--- src/rtl/multicycle_control_fsm.sv ---
// rtl/multicycle_control_fsm.sv - multi-cycle RV32 main controller FSM
// Sequences FETCH/DECODE/EXEC/MEM/WB over a shared memory with a MemReady handshake.
module multicycle_control_fsm #(
   parameter int MEM_TIMEOUT = 16,
   parameter int CNT_W       = 32
) (
   input  logic             Clock,
   input  logic             Reset_n,
   input  logic [6:0]       Opcode,
   input  logic             Zero,
   input  logic             MemReady,
   output logic             IRWrite,
   output logic             PCWrite,
   output logic             Branch,
   output logic             MemRead,
   output logic             MemWrite,
   output logic             MemToReg,
   output logic             ALUSrc,
   output logic             RegWrite,
   output logic [1:0]       ALUOp,
   output logic             Exit,
   output logic             Error,
   output logic [2:0]       State,
   output logic [CNT_W-1:0] InstrCount
);

   localparam int WAIT_W = (MEM_TIMEOUT > 1) ? $clog2(MEM_TIMEOUT) : 1;
   localparam logic [WAIT_W-1:0] WAIT_LAST = WAIT_W'((MEM_TIMEOUT > 0) ? MEM_TIMEOUT - 1 : 0);

   typedef enum logic [2:0] {
      S_FETCH  = 3'd0,
      S_DECODE = 3'd1,
      S_EXEC   = 3'd2,
      S_MEM    = 3'd3,
      S_WB     = 3'd4,
      S_HALT   = 3'd5
   } state_t;

   typedef enum logic [2:0] {
      K_NONE, K_R, K_I, K_LOAD, K_STORE, K_BRANCH
   } klass_t;

   state_t            state_q, state_d;
   klass_t            klass_q, klass_dec;
   logic [WAIT_W-1:0] wait_q;
   logic [CNT_W-1:0]  count_q;
   logic              error_q;
   logic              timeout, retire, set_error;

   // Plain case matching never hits a legal item with X/Z bits, so those fall to K_NONE.
   always_comb begin
      klass_dec = K_NONE;
      case (Opcode)
         7'b0110011: klass_dec = K_R;
         7'b0010011: klass_dec = K_I;
         7'b0000011: klass_dec = K_LOAD;
         7'b0100011: klass_dec = K_STORE;
         7'b1100011: klass_dec = K_BRANCH;
         default:    klass_dec = K_NONE;
      endcase
   end

   assign timeout = (MEM_TIMEOUT != 0) && !MemReady && (wait_q == WAIT_LAST);

   always_comb begin
      state_d   = state_q;
      set_error = 1'b0;
      retire    = 1'b0;
      IRWrite   = 1'b0;
      PCWrite   = 1'b0;
      Branch    = 1'b0;
      MemRead   = 1'b0;
      MemWrite  = 1'b0;
      MemToReg  = 1'b0;
      ALUSrc    = 1'b0;
      RegWrite  = 1'b0;
      ALUOp     = 2'b00;
      case (state_q)
         S_FETCH: begin
            MemRead = 1'b1;
            if (MemReady) begin
               IRWrite = 1'b1;
               PCWrite = 1'b1;
               state_d = S_DECODE;
            end else if (timeout) begin
               state_d   = S_HALT;
               set_error = 1'b1;
            end
         end
         S_DECODE: state_d = (klass_dec == K_NONE) ? S_HALT : S_EXEC;
         S_EXEC: begin
            case (klass_q)
               K_R: begin
                  ALUOp   = 2'b10;
                  state_d = S_WB;
               end
               K_I: begin
                  ALUSrc  = 1'b1;
                  ALUOp   = 2'b11;
                  state_d = S_WB;
               end
               K_LOAD, K_STORE: begin
                  ALUSrc  = 1'b1;
                  state_d = S_MEM;
               end
               K_BRANCH: begin
                  ALUOp   = 2'b01;
                  Branch  = 1'b1;
                  PCWrite = Zero;
                  retire  = 1'b1;
                  state_d = S_FETCH;
               end
               default: begin
                  state_d   = S_HALT;
                  set_error = 1'b1;
               end
            endcase
         end
         S_MEM: begin
            if (klass_q == K_LOAD || klass_q == K_STORE) begin
               MemRead  = (klass_q == K_LOAD);
               MemWrite = (klass_q == K_STORE);
               if (MemReady) begin
                  retire  = (klass_q == K_STORE);
                  state_d = (klass_q == K_LOAD) ? S_WB : S_FETCH;
               end else if (timeout) begin
                  state_d   = S_HALT;
                  set_error = 1'b1;
               end
            end else begin
               state_d   = S_HALT;
               set_error = 1'b1;
            end
         end
         S_WB: begin
            RegWrite = 1'b1;
            MemToReg = (klass_q == K_LOAD);
            retire   = 1'b1;
            state_d  = S_FETCH;
         end
         S_HALT: state_d = S_HALT;
         default: begin
            state_d   = S_HALT;
            set_error = 1'b1;
         end
      endcase
      // Reset drops any in-flight request at once, without waiting for the state register.
      if (!Reset_n) begin
         IRWrite  = 1'b0;
         PCWrite  = 1'b0;
         Branch   = 1'b0;
         MemRead  = 1'b0;
         MemWrite = 1'b0;
         MemToReg = 1'b0;
         ALUSrc   = 1'b0;
         RegWrite = 1'b0;
         ALUOp    = 2'b00;
      end
   end

   always_ff @(posedge Clock or negedge Reset_n) begin
      if (!Reset_n) begin
         state_q <= S_FETCH;
         klass_q <= K_NONE;
         wait_q  <= '0;
         count_q <= '0;
         error_q <= 1'b0;
      end else begin
         state_q <= state_d;
         if (state_q == S_DECODE) klass_q <= klass_dec;
         if (state_d != state_q) wait_q <= '0;
         else if (!MemReady && (state_q == S_FETCH || state_q == S_MEM)) wait_q <= wait_q + WAIT_W'(1);
         if (retire) count_q <= count_q + CNT_W'(1);
         if (set_error) error_q <= 1'b1;
      end
   end

   assign Exit       = (state_q == S_HALT);
   assign Error      = error_q;
   assign State      = state_q;
   assign InstrCount = count_q;

endmodule

--- config.mk ---
export PLATFORM = sky130hd
export DESIGN_NAME = multicycle_control_fsm
export DESIGN_NICKNAME = d
export VERILOG_FILES = /design/src/rtl/multicycle_control_fsm.sv
export SDC_FILE = /design/constraint.sdc
export NUM_CORES = 1
export LEC_CHECK = 0
export ABC_AREA = 1
export CELL_PAD_IN_SITES_DETAIL_PLACEMENT = 0
export CELL_PAD_IN_SITES_GLOBAL_PLACEMENT = 1
export CORE_MARGIN = 3
export CORE_UTILIZATION = 31
export DETAILED_ROUTE_END_ITERATION = 8
export GPL_ROUTABILITY_DRIVEN = 0
export PLACE_DENSITY = 0.8
export SLEW_MARGIN = 20
export SYNTH_ARGS = -nofsm -noshare
export SYNTH_HDL_FRONTEND = slang
export SYNTH_SLANG_ARGS = --single-unit
export TNS_END_PERCENT = 1
--- constraint.sdc ---
create_clock -name Clock -period 4.4 [get_ports Clock]
set_input_delay 0.66 -clock Clock [delete_from_list [all_inputs] [get_ports Clock]]
set_output_delay 0.66 -clock Clock [all_outputs]
set_load 0.005 [all_outputs]
==> flow_metrics.tcl, run 1 <==
set metrics [dict create \
    crit_top_cell "nand2_1" \
    drive_gt1_share_pct 4.13 \
    cts-resized-gates 0 \
    num-nets-final 472 \
    diodes 0 \
    synth_area_per_cell_um2 6.92 \
    wl_per_cell_um 12.9 \
    yosys_warnings 0 \
    ff2ff_setup_slack_ns 2.15 \
    end_kind "output pin" \
    vias 2619 \
    synth_area_mm2 0.00277 \
    drt_iter0_markers 123 \
    finalWirelength_um 7290 \
    setup_tns_ns 0 \
    place_worst_setup_slack_ns 1.12 \
    grt_usage_pct 14.8 \
    syn-num-nets 413 \
    crit_buf_inv 2 \
    timing.final.ws_setup_ns 1.10 \
    final_cell_mix "nand2_1 (140), nor2_1 (67), clkdlybuf4s50_1 (56)" \
    die_area_mm2 0.0101 \
    power_switching_w 0.000151 \
    via_per_inst 4.64 \
    rsz0062_at_grt "no" \
    total_power_w 0.000739 \
    swShare_pct 20.5 \
    p_int_w 0.000588 \
    grt_pass1_wl_um 12100 \
    start_util_pct 32.9 \
    hold_ws_ns 0.153 \
    cts.sinks 43 \
    crit_path_start_kind "primary input" \
    path_class "in -> out" \
    max_freq_mhz 303 \
    netlist_instances 400 \
    synthToLayoutAreaGrowth_pct 28.3 \
    crit_family "simple AND/OR/NAND/NOR gates" \
    synth_area_leaders "dfrtp_1 (39%), nand2_1 (19%), nor2_1 (9.1%)" \
    skew_ns 0.00521 \
    post-synth-top-area-fraction_pct 38.9 \
    slowest_delay_ns 0.51 \
    tightest_slew_ns 0.595 \
    r2r_end "InstrCount[18]" \
    leakagePower_nw 1.53 \
    cp_slowest_cell "clkdlybuf4s50_1" \
    slew_viol_final 0 \
    core.rowCount 33 \
    r2r_cells 10 \
    setup_viol 0 \
    yosysSeqAreaShare_pct 38.9 \
    hp-class "in -> async" \
    max-cap-violations 0 \
    p_seq_share_pct 53.4 \
    fillers 932 \
    peakVddDrop_mv 0.142 \
    cts_tree "done" \
    clock_path_buffers 2 \
    grt_pass1_vias 2431 \
    timing.slew.headroom_pct 60.2 \
    die_w_um 101 \
    ant_nets 0 \
    clockPowerShare_pct 43.5 \
    yosys.area.top_type "dfrtp_1" \
    fin_crit_sh_pct 75.0 \
    antenna_found_initial 0 \
    die_h_um 101 \
    cts_root_buf "clkbuf_8" \
    cts_setup_buffers 0 \
    status "finished clean" \
    drtPass1Iterations 4 \
    grt_max_degree 43 \
    hpwl_um 5750 \
    clock_latency_ns 0.30 \
    crit_fanout 5 \
    ios 58 \
    power.density_mw_per_mm2 208 \
    layout_commonest_cell "nand2_1" \
    hold_viol 0 \
    comb_power_share_pct 3.0 \
    hold_buffers 0 \
    portBuffers 57 \
    overflow 0 \
    period_minus_slack_ns 3.30 \
    cts_buffers 5 \
    crit_arrival_ns 2.64 \
    synth_cell_type_count 26 \
    ys_ff_latch 43 \
    required_ns 3.74 \
    htree_num_levels 2 \
    reg2reg_from "State[2]" \
    path_clk_slew_ns 0.08 \
    core_area_mm2 0.00842 \
    drc 0 \
    crit_chain "clkdlybuf4s50_1 > nand2_1 > nor2_1 > nand2_1 > nand2_1 > nand2_1 > nor2_1 > nand2_1 > nand2_1 > nand2_1 > nor2_1 > clkdlybuf4s50_1" \
]
area by class of cell:
cell class                 instances  area (µm²)  area share, %
sequential                        43        1080           30.3
multi-input combinational        311        1510           42.4
clock inverter                     2        35.0          0.986
timing repair buffer              58         573           16.1
tap                              105         131           3.70
inverter                          40         150           4.23
clock buffer                       6        82.6           2.32
synthesized netlist by cell type, drive strengths merged:
library cell and instances:
xor2 15, a21boi 1, o2111ai 1, nand3 17, dfrtp 43, buf 6, o22ai 1, o32ai 1
a31oi 1, nand4 11, nand2 142, xnor2 16, nor3 11, a21oi 5, o21ai 15, ha 2
nand3b 3, inv 40, nor2 69
per-stage QoR:
stage | util [%] | area, µm² | std cells
global route | 42.2 | 3550 | 565
CTS | 42.2 | 3550 | 565
global placement | 40.8 | 3440 | 557
floorplan | - | 2770 | 400
detailed placement | 40.8 | 3440 | 557
finish | 42.2 | 3550 | 565
how the worst max path moves through the flow:
stage | from | end | slack (ns) | cells past startpoint
floorplan | Opcode[2] | Exit | 2.21 | 12
global placement | Opcode[1] | Exit | 1.14 | 12
detailed placement | Opcode[1] | Exit | 1.12 | 12
CTS | Opcode[1] | Exit | 1.10 | 12
global route | MemReady | Exit | 0.94 | 11
finish | Opcode[1] | Exit | 1.10 | 12
metal layers:
layer  up-vias  global-route usage, %  part of all wire, %  wire length, µm
met4         0                   3.42                 0.73               53
met5         -                      0                    0                0
met3         4                   2.42                  4.4              321
met1      1188                   22.8                   52             3820
li1       1373                      -                    -                -
met2        54                   21.5                   42             3100
flip-flops by register name (all words and copies together) (netlist names):
| name | flops |
|---|---|
| wait_q | 4 |
| Error | 1 |
| State | 3 |
| klass_q | 3 |
| InstrCount | 32 |
power by group through the flow:
stage | sequential [W] | clock, W | combinational [W]
finish | 0.000395 | 0.000322 | 0.0000224
CTS | 0.000395 | 0.000332 | 0.0000234
detailed placement | 0.000403 | 0 | 0.0000234
global placement | 0.000403 | 0 | 0.0000227
floorplan | 0.000403 | 0 | 0.00000379
global route | 0.000395 | 0.000351 | 0.0000258
logic make-up (layout without fill, tap and decap cells):
group | count (synthesis) | count (layout) | share of synthesized area (%)
and+or+nand+nor | 253 | 253 | 38.7
buffers and inverters | 46 | 106 | 6.78
xor gates and xnor gates | 31 | 31 | 9.81
DFF | 43 | 43 | 38.9
adders and majority gates | 2 | 2 | 0.904
AOI/OAI and AO/OA | 25 | 25 | 4.97
Power figures use the tool's default switching activity.
==> run 2, diff against run 1 <==
- clock period: 4.4 -> 3.2 ns (I/O delays scaled with it)
==> run 2 against run 1 <==
  * Routed wire length down 0.36%
  * Sequential power up 37%
  * Core utilization up 0.43 points
  * Count of clock-buffer cells in the layout down 1
  * Critical endpoint unchanged
  * Largest power group unchanged
==> flow_metrics.tcl, run 2 (synthesized netlist as in run 1, its figures left out) <==
set metrics [dict create \
    tightest_slew_ns 0.521 \
    drtPass1Iterations 4 \
    die_h_um 101 \
    max-cap-violations 0 \
    period_minus_slack_ns 2.97 \
    crit_top_cell "nand2_1" \
    place_inst 558 \
    path_class "reg -> out" \
    grt_max_degree 43 \
    hold_viol 0 \
    final_cell_mix "nand2_1 (140), nor2_1 (67), clkdlybuf4s50_1 (56)" \
    max_freq_mhz 336 \
    num-nets-final 474 \
    cts_setup_buffers 0 \
    grt_usage_pct 14.8 \
    ios 58 \
    peakVddDrop_mv 0.147 \
    skew_ns 0.00657 \
    drc 0 \
    path_clk_slew_ns 0.09 \
    antenna_found_initial 0 \
    core.rowCount 33 \
    cts.sinks 43 \
    die_area_mm2 0.0101 \
    status "finished clean" \
    clock_latency_ns 0.29 \
    register_area_mm2 0.00108 \
    slew_viol_final 0 \
    clock_path_buffers 2 \
    slowest_delay_ns 0.62 \
    final-instance-count-excl-fill 567 \
    grt_pass1_wl_um 12100 \
    overflow 0 \
    power.density_mw_per_mm2 300 \
    timing.final.ws_setup_ns 0.227 \
    cts_tree "done" \
    crit_family "simple AND/OR/NAND/NOR gates" \
    fin_area_mm2 0.00359 \
    crit_buf_inv 1 \
    required_ns 2.72 \
    crit_fanout 11 \
    end_kind "output pin" \
    drt_iter0_markers 140 \
    cp_slowest_cell "dfrtp_1" \
    fillers 923 \
    wl_per_cell_um 12.8 \
    fin_crit_sh_pct 92.9 \
    hpwl_um 5840 \
    setup_viol 0 \
    place_area_mm2 0.00344 \
    via_per_inst 4.68 \
    ant_nets 0 \
    die_w_um 101 \
    setup_tns_ns 0 \
    fin_util_pct 42.6 \
    multi_input_area_mm2 0.00151 \
    crit_path_start_kind "flop" \
    grt_pass1_vias 2499 \
    drive_gt1_share_pct 4.33 \
    cts_root_buf "clkbuf_8" \
    portBuffers 57 \
    rsz0062_at_grt "no" \
    hp-class "reg -> reg" \
    crit_chain "nand2_1 > nor2_4 > nand2_1 > nand2_1 > nand2_1 > nand2_1 > a21oi_1 > nor2_1 > nand2_1 > nor2_1 > clkdlybuf4s50_1" \
    largest_reg_flops 32 \
    start_util_pct 32.9 \
    layout_commonest_cell "nand2_1" \
    cts_buffers 5 \
    place_worst_setup_slack_ns 0.278 \
    vias 2655 \
    core_area_mm2 0.00842 \
    leakagePower_nw 1.54 \
    synthToLayoutAreaGrowth_pct 29.6 \
    timing.slew.headroom_pct 65.3 \
    diodes 0 \
    htree_num_levels 2 \
    finalWirelength_um 7260 \
    crit_arrival_ns 2.49 \
]
==> run 2: changes by cell type in the layout (fill, tap and decap cells not counted), sizes merged <==
cell / previous run / this run
dlygate4sd3: 0 / 1
clkbuf: 6 / 5
bufinv: 1 / 2
clkinvlp: 0 / 1
clkinv: 1 / 0
buf: 2 / 3
==> run 2: report_power, final <==
part           internal, W  switching [W]  total [W]
clock             0.000311       0.000191   0.000503
sequential        0.000543              0   0.000543
combinational    0.0000133      0.0000183  0.0000316
==> run 2: worst paths after layout <==
| path | startpoint | slack, ns | cells past startpoint | endpoint |
|---|---|---|---|---|
| max | State[1] | 0.23 | 11 | Exit |
| max reg2reg | State[1] | 1.21 | 9 | InstrCount[18] |
| min in group asynchronous | Reset_n | 0.54 | 2 | Error |
| max in group asynchronous | Reset_n | 1.96 | 3 | InstrCount[31] |
| min | InstrCount[3] | 0.52 | 1 | InstrCount[3] |
| min reg2reg | InstrCount[3] | 0.52 | 1 | InstrCount[3] |
==> run 2: area by class of cell <==
cell class	instances	share of cell area, %
multi-input combinational	311	41.9
inverter	40	4.18
tap	105	3.66
sequential	43	30.0
clock inverter	3	1.88
timing repair buffer	60	16.5
clock buffer	5	1.92
==> run 2: what timing repair did <==
item / in CTS / in global routing
endpoints found under the hold margin: 1 / 0
gates resized for setup: 0 / 0
hold buffers: 1 / 0
==> run 2: layer usage <==
metal  track usage (%)  vias up  part of all wire, %
li1                  -     1385                    -
met1              22.7     1190                   51
met2              21.3       76                   42
met3              2.98        4                  6.8
met4              3.73        0                  1.1
met5                 0        -                    0
==> run 2: worst register-to-register path: cells and delay by family, from the launching register on <==
kind	cells	cell delay, ns
flops	1	0.62
simple gates	9	1.25
==> run 2: per-stage QoR <==
stage / hold slack (ns) / total power [W]
2_1_floorplan: 0.184 / 0.000559
3_3_place_gp: 0.291 / 0.000585
3_5_place_dp: 0.296 / 0.000586
4_1_cts: 0.520 / 0.00109
5_1_grt: 0.543 / 0.00112
6_report: 0.518 / 0.00108
